==> config.mk <==
export PLATFORM = sky130hd
export DESIGN_NAME = matmul_sequencer
export DESIGN_NICKNAME = d
export VERILOG_FILES = /design/src/rtl/matmul_sequencer.sv
export SDC_FILE = /design/constraint.sdc
export NUM_CORES = 1
export LEC_CHECK = 0
export ABC_AREA = 1
export CAP_MARGIN = 25
export CORE_MARGIN = 1
export CORE_UTILIZATION = 38
export DETAILED_ROUTE_END_ITERATION = 6
export SYNTH_ARGS = -nofsm -noshare
export SYNTH_HDL_FRONTEND = slang
export SYNTH_SLANG_ARGS = --single-unit
==> constraint.sdc <==
create_clock -name clk_i -period 2.9 [get_ports clk_i]
set_input_delay 0.725 -clock clk_i [delete_from_list [all_inputs] [get_ports clk_i]]
set_output_delay 0.725 -clock clk_i [all_outputs]
set_load 0.1 [all_outputs]
==> src/rtl/matmul_sequencer.sv <==
// Element-by-element sequencer for C = A*B: operand reads, MAC strobes, SP writes, sticky flags.
// Build option: define MATMUL_SEQ_OVF_EN to capture MAC overflow into flags_o[1].
module matmul_sequencer #(
    parameter int DIM   = 4,
    parameter int IDX_W = $clog2(DIM),
    parameter int SP_W  = 2
) (
    input  logic                 clk_i,
    input  logic                 rst_i,
    input  logic                 start_i,
    input  logic                 abort_i,
    input  logic [SP_W-1:0]      sp_sel_i,
    input  logic                 ovf_i,
    output logic                 busy_o,
    output logic                 done_o,
    output logic                 rd_en_o,
    output logic [IDX_W-1:0]     a_row_o,
    output logic [IDX_W-1:0]     b_col_o,
    output logic [IDX_W-1:0]     k_o,
    output logic                 mac_clr_o,
    output logic                 mac_en_o,
    output logic                 res_we_o,
    output logic [2*IDX_W-1:0]   res_addr_o,
    output logic [SP_W-1:0]      sp_sel_o,
    output logic [2:0]           flags_o
);

    localparam int ADDR_W = 2 * IDX_W;
    localparam logic [IDX_W-1:0] LAST = IDX_W'(DIM - 1);

    typedef enum logic [2:0] {
        IDLE  = 3'd0,
        CLEAR = 3'd1,
        MAC   = 3'd2,
        DRAIN = 3'd3,
        WRITE = 3'd4,
        DONE  = 3'd5
    } state_t;

    state_t              state, state_n;
    logic [IDX_W-1:0]    i_n, j_n, k_n;
    logic [2:0]          flags_n;
    logic [SP_W-1:0]     sp_n;
    logic [ADDR_W-1:0]   addr_n;
    logic                ovf_hit;

`ifdef MATMUL_SEQ_OVF_EN
    assign ovf_hit = mac_en_o & ovf_i;
`else
    logic unused_ovf;
    assign unused_ovf = ovf_i;
    assign ovf_hit    = 1'b0;
`endif

    // The index outputs double as the loop counters; they hold the values presented this cycle.
    always_comb begin
        state_n = state;
        i_n     = a_row_o;
        j_n     = b_col_o;
        k_n     = k_o;
        flags_n = flags_o;
        sp_n    = sp_sel_o;
        case (state)
            IDLE: begin
                if (start_i) begin
                    if (abort_i) begin
                        flags_n[2] = 1'b1;
                    end else begin
                        flags_n = 3'b000;
                        sp_n    = sp_sel_i;
                        i_n     = '0;
                        j_n     = '0;
                        k_n     = '0;
                        state_n = CLEAR;
                    end
                end
            end
            CLEAR: begin
                k_n     = k_o + 1'b1;
                state_n = MAC;
            end
            MAC: begin
                if (k_o == LAST) state_n = DRAIN;
                else             k_n     = k_o + 1'b1;
            end
            DRAIN: state_n = WRITE;
            WRITE: begin
                k_n = '0;
                if (b_col_o != LAST) begin
                    j_n     = b_col_o + 1'b1;
                    state_n = CLEAR;
                end else if (a_row_o != LAST) begin
                    j_n     = '0;
                    i_n     = a_row_o + 1'b1;
                    state_n = CLEAR;
                end else begin
                    state_n = DONE;
                end
            end
            DONE:    state_n = IDLE;
            default: state_n = IDLE;
        endcase

        if (state != IDLE && abort_i) begin
            state_n    = IDLE;
            flags_n[2] = 1'b1;
        end
        if (state_n == DONE) flags_n[0] = 1'b1;
        if (ovf_hit)         flags_n[1] = 1'b1;
    end

    assign addr_n = ADDR_W'(i_n) * ADDR_W'(DIM) + ADDR_W'(j_n);

    // Outputs are registered from the next-state decode so every strobe leaves a flop.
    always_ff @(posedge clk_i) begin
        if (rst_i) begin
            state      <= IDLE;
            busy_o     <= 1'b0;
            done_o     <= 1'b0;
            rd_en_o    <= 1'b0;
            mac_clr_o  <= 1'b0;
            mac_en_o   <= 1'b0;
            res_we_o   <= 1'b0;
            a_row_o    <= '0;
            b_col_o    <= '0;
            k_o        <= '0;
            res_addr_o <= '0;
            sp_sel_o   <= '0;
            flags_o    <= 3'b000;
        end else begin
            state      <= state_n;
            busy_o     <= (state_n != IDLE);
            done_o     <= (state_n == DONE);
            rd_en_o    <= (state_n == CLEAR) || (state_n == MAC);
            mac_clr_o  <= (state_n == CLEAR);
            mac_en_o   <= (state_n == MAC) || (state_n == DRAIN);
            res_we_o   <= (state_n == WRITE);
            a_row_o    <= i_n;
            b_col_o    <= j_n;
            k_o        <= k_n;
            if (state_n == WRITE) res_addr_o <= addr_n;
            sp_sel_o   <= sp_n;
            flags_o    <= flags_n;
        end
    end

endmodule

==> tab_implementation.tex <==
\begin{tabular}{lr}
\hline
Metric & Value \\
\hline
\multicolumn{2}{l}{\textbf{STA}} \\
\quad Unrepaired setup endpoints after global routing & false \\
\quad Final Skew & 0.00990 ns \\
\quad Final critical path time including I/O delays and setup & 1.92 ns \\
\quad Number of hold violations in the final report & 0 \\
\quad Slew Viols, Final & 0 \\
\quad Final Setup Violations & 0 \\
\quad Worst-case setup margin in the final layout & 0.976 ns \\
\quad Fin Setup TNS & 0 ns \\
\quad Achievable Freq & 0.520 GHz \\
\quad Post-route clock period utilization & 0.664 \\
\multicolumn{2}{l}{\textbf{Floorplanning}} \\
\quad Initial cell density of the core & 0.408 \\
\quad Row Count & 19 \\
\quad Die ar. & 0.00321 mm² \\
\quad Core region area & 0.00278 mm² \\
\quad Height of the chip & 56.6 µm \\
\quad Die Span X & 56.6 µm \\
\quad IO Pins & 28 \\
\multicolumn{2}{l}{\textbf{Power and ir drop}} \\
\quad Overall power of the completed layout & 614 µW \\
\quad Highest ir drop seen on vdd & 0.000240 V \\
\quad Static leakage & 0.683 nW \\
\quad Power density relative to cell area & 445 mW/mm² \\
\multicolumn{2}{l}{\textbf{Logic synthesis}} \\
\quad Number of warnings reported in the yosys synthesis log & 0 \\
\quad Post-synthesis cell area & 0.00113 mm² \\
\quad Number of distinct library cell variants in the gate-level netlist after synthesis & 29 \\
\quad Syn Inst Count & 147 \\
\quad Synthesized net count & 156 \\
\quad Syn Area/Cell & 7.71 µm² \\
\quad Sequential element share of the synthesized area & 0.406 \\
\quad \#FFs+latches synth & 23 \\
\multicolumn{2}{l}{\textbf{Placed design}} \\
\quad Post-placement worst setup slack & 0.653 ns \\
\quad Instance area at placement & 0.00135 mm² \\
\quad IO buf count & 25 \\
\quad Placer congestion estimate & 0.787 \\
\quad Number of placed instances with taps included & 200 \\
\quad Detailed placer's ending HPWL & 1.72 mm \\
\multicolumn{2}{l}{\textbf{Layout}} \\
\quad Share of cells above drive strength 1 & 0.277 \\
\quad Cell Count, Final, Fillers Out & 204 \\
\quad Post-route cell area & 0.00138 mm² \\
\quad Relative area change from synthesis to final layout & 21.7\% \\
\quad Total inserted antenna cells & 0 \\
\quad Nets & 183 \\
\multicolumn{2}{l}{\textbf{CTS}} \\
\quad Number of levels in the clock H-tree & 1 \\
\quad Number of buffers added to fix hold violations after cts & 0 \\
\quad CTS Buffer Depth & 2 \\
\quad Sinks on the clock net & 23 \\
\quad Insertion delay to the later sink of the worst-skew pair & 0.30 ns \\
\quad Clock edge transition at the registers on the reported setup and hold paths & 0.11 ns \\
\quad Clock tree from TritonCTS & yes \\
\quad Num CTS Buffers & 3 \\
\quad \# resized after CTS & 0 \\
\quad CTS Root Buffer Type & sky130\_fd\_sc\_hd\_\_clkbuf\_4 \\
\quad Post CTS Setup Buffer Count & 0 \\
\multicolumn{2}{l}{\textbf{Outcome}} \\
\quad Result of the run & finished, final reports clean \\
\multicolumn{2}{l}{\textbf{Worst setup path}} \\
\quad Maximum fanout along the worst path & 13 \\
\quad R2R Path Start & b\_col\_o[0]\$\_SDFF\_PP0\_ \\
\quad Depth of the worst register-to-register path & 8 \\
\quad Nature of the critical path startpoint & input port \\
\quad Data required time at the worst endpoint & 3.14 ns \\
\quad Kind of capture point of the worst setup path & flip-flop \\
\quad Kind of critical path & in2reg \\
\quad CP Data Arrival Time & 2.17 ns \\
\quad Crit path from & rst\_i \\
\multicolumn{2}{l}{\textbf{GRT}} \\
\quad First-pass GRT wire length & 3.71 mm \\
\quad Initial antenna violation count & 0 \\
\quad Maximum number of pins on one net before global-route repair & 14 \\
\quad Number of global-route vias before repair & 863 \\
\quad GRT Total Usage & 0.148 \\
\quad Overflow after GRT & 0 \\
\multicolumn{2}{l}{\textbf{Drt}} \\
\quad Post-detailed-route via-to-cell ratio & 4.73 \\
\quad Post-route DRC & 0 \\
\quad Number of iterations in the first detailed-routing pass & 4 \\
\quad Starting DRC count in detailed routing & 19 \\
\quad Average routed wire per standard cell & 10.7 µm \\
\quad Antenna Nets Post-Route & 0 \\
\quad Total wirelength of the detailed-routed design & 2.19 mm \\
\quad Via count & 965 \\
\multicolumn{2}{l}{\textbf{Job}} \\
\quad Max cap viols & 0 \\
\multicolumn{2}{l}{\textbf{Worst hold path}} \\
\quad Worst hold path depth & 2 \\
\quad Hold path start & flags\_o[0]\$\_SDFFE\_PP0P\_ \\
\quad Min-delay worst type & reg2reg \\
\hline
\end{tabular}
## state kept, by name (all words and copies together), names as in the netlist
signal	cells
state	3
b_col_o	2
a_row_o	2
flags_o	2
busy_o	1
k_o	2
done_o	1
sp_sel_o	2
res_we_o	1
mac_en_o	1
rd_en_o	1
res_addr_o	4
mac_clr_o	1
## cells by family after synthesis
kind of cell,after synthesis,synth area share
and+or+nand+nor,83,0.402
AOI/OAI and AO/OA,16,0.0872
adders and majority gates,2,0.0221
DFF,23,0.406
buffers and inverters,22,0.0795
other,1,0.00331
## final cells by class
type | instances | area, µm²
Fill cell | 305 | 1400
Multi-Input combinational cell | 102 | 583
Sequential cell | 23 | 460
Timing Repair Buffer | 25 | 200
Inverter | 19 | 71.3
Tap cell | 31 | 38.8
Clock buffer | 4 | 26.3
## final timing paths
path | to | slack, ns
hold / removal | flags_o[0]$_SDFFE_PP0P_ | 0.50
hold reg to reg | flags_o[0]$_SDFFE_PP0P_ | 0.50
setup reg to reg | res_addr_o[0]$_SDFFE_PP0P_ | 1.29
setup / recovery | flags_o[0]$_SDFFE_PP0P_ | 0.98
## cell usage after synthesis (all sizes together)
master   n  area share
a211oi   1      0.0066
a21boi   1      0.0066
a21oi    4       0.021
a31oi    2       0.011
buf      2       0.013
clkbuf   1      0.0033
clkinv   1      0.0033
conb     1      0.0033
dfxtp   23        0.41
ha       2       0.022
inv     18       0.060
nand2   39        0.16
nand3    9       0.040
nand3b   2       0.028
nand4    1       0.019
nor2    28        0.13
nor3     3       0.013
nor4     1       0.011
o21ai    8       0.042
## through the flow
step | util | hold slack [ns]
after global routing | 0.496 | 0.534
after CTS | 0.496 | 0.507
after floorplan | - | 0.635
final | 0.496 | 0.497
after global placement | 0.487 | 0.480
after detailed placement | 0.487 | 0.486
## critical path: stages
cell                              delay [ns]
sky130_fd_sc_hd__clkdlybuf4s50_1        0.64
sky130_fd_sc_hd__inv_1                  0.45
sky130_fd_sc_hd__nand3_1                0.20
sky130_fd_sc_hd__o21ai_2                0.15
## placed cells by master, fill, tap and decap left out, types with 2 or more instances in the layout
master,n
sky130_fd_sc_hd__a21oi_1,3
sky130_fd_sc_hd__a31oi_1,2
sky130_fd_sc_hd__buf_4,20
sky130_fd_sc_hd__clkbuf_4,3
sky130_fd_sc_hd__clkdlybuf4s50_1,5
sky130_fd_sc_hd__dfxtp_1,23
sky130_fd_sc_hd__ha_1,2
sky130_fd_sc_hd__inv_1,16
sky130_fd_sc_hd__inv_2,2
sky130_fd_sc_hd__nand2_1,30
sky130_fd_sc_hd__nand2_2,6
sky130_fd_sc_hd__nand2_4,3
sky130_fd_sc_hd__nand3_1,9
sky130_fd_sc_hd__nor2_1,21
sky130_fd_sc_hd__nor2_2,4
sky130_fd_sc_hd__nor2_4,2
sky130_fd_sc_hd__nor3_1,3
sky130_fd_sc_hd__o21ai_0,4
sky130_fd_sc_hd__o21ai_1,2
sky130_fd_sc_hd__o21ai_2,2
## where the power goes
| group | internal [mW] | switching (mW) |
|---|---|---|
| combinational | 0.0326 | 0.105 |
| sequential | 0.325 | 0.00640 |
| clock | 0.0535 | 0.0907 |
## layer usage
metal  global-route usage  part of all wire  vias up
li1                     -                 -      514
met1                0.204              0.50      432
met2                0.234              0.46       17
met3               0.0207             0.034        2
met4               0.0523            0.0059        0
met5                    0                 0        -
(Power assumes the default switching activity.)
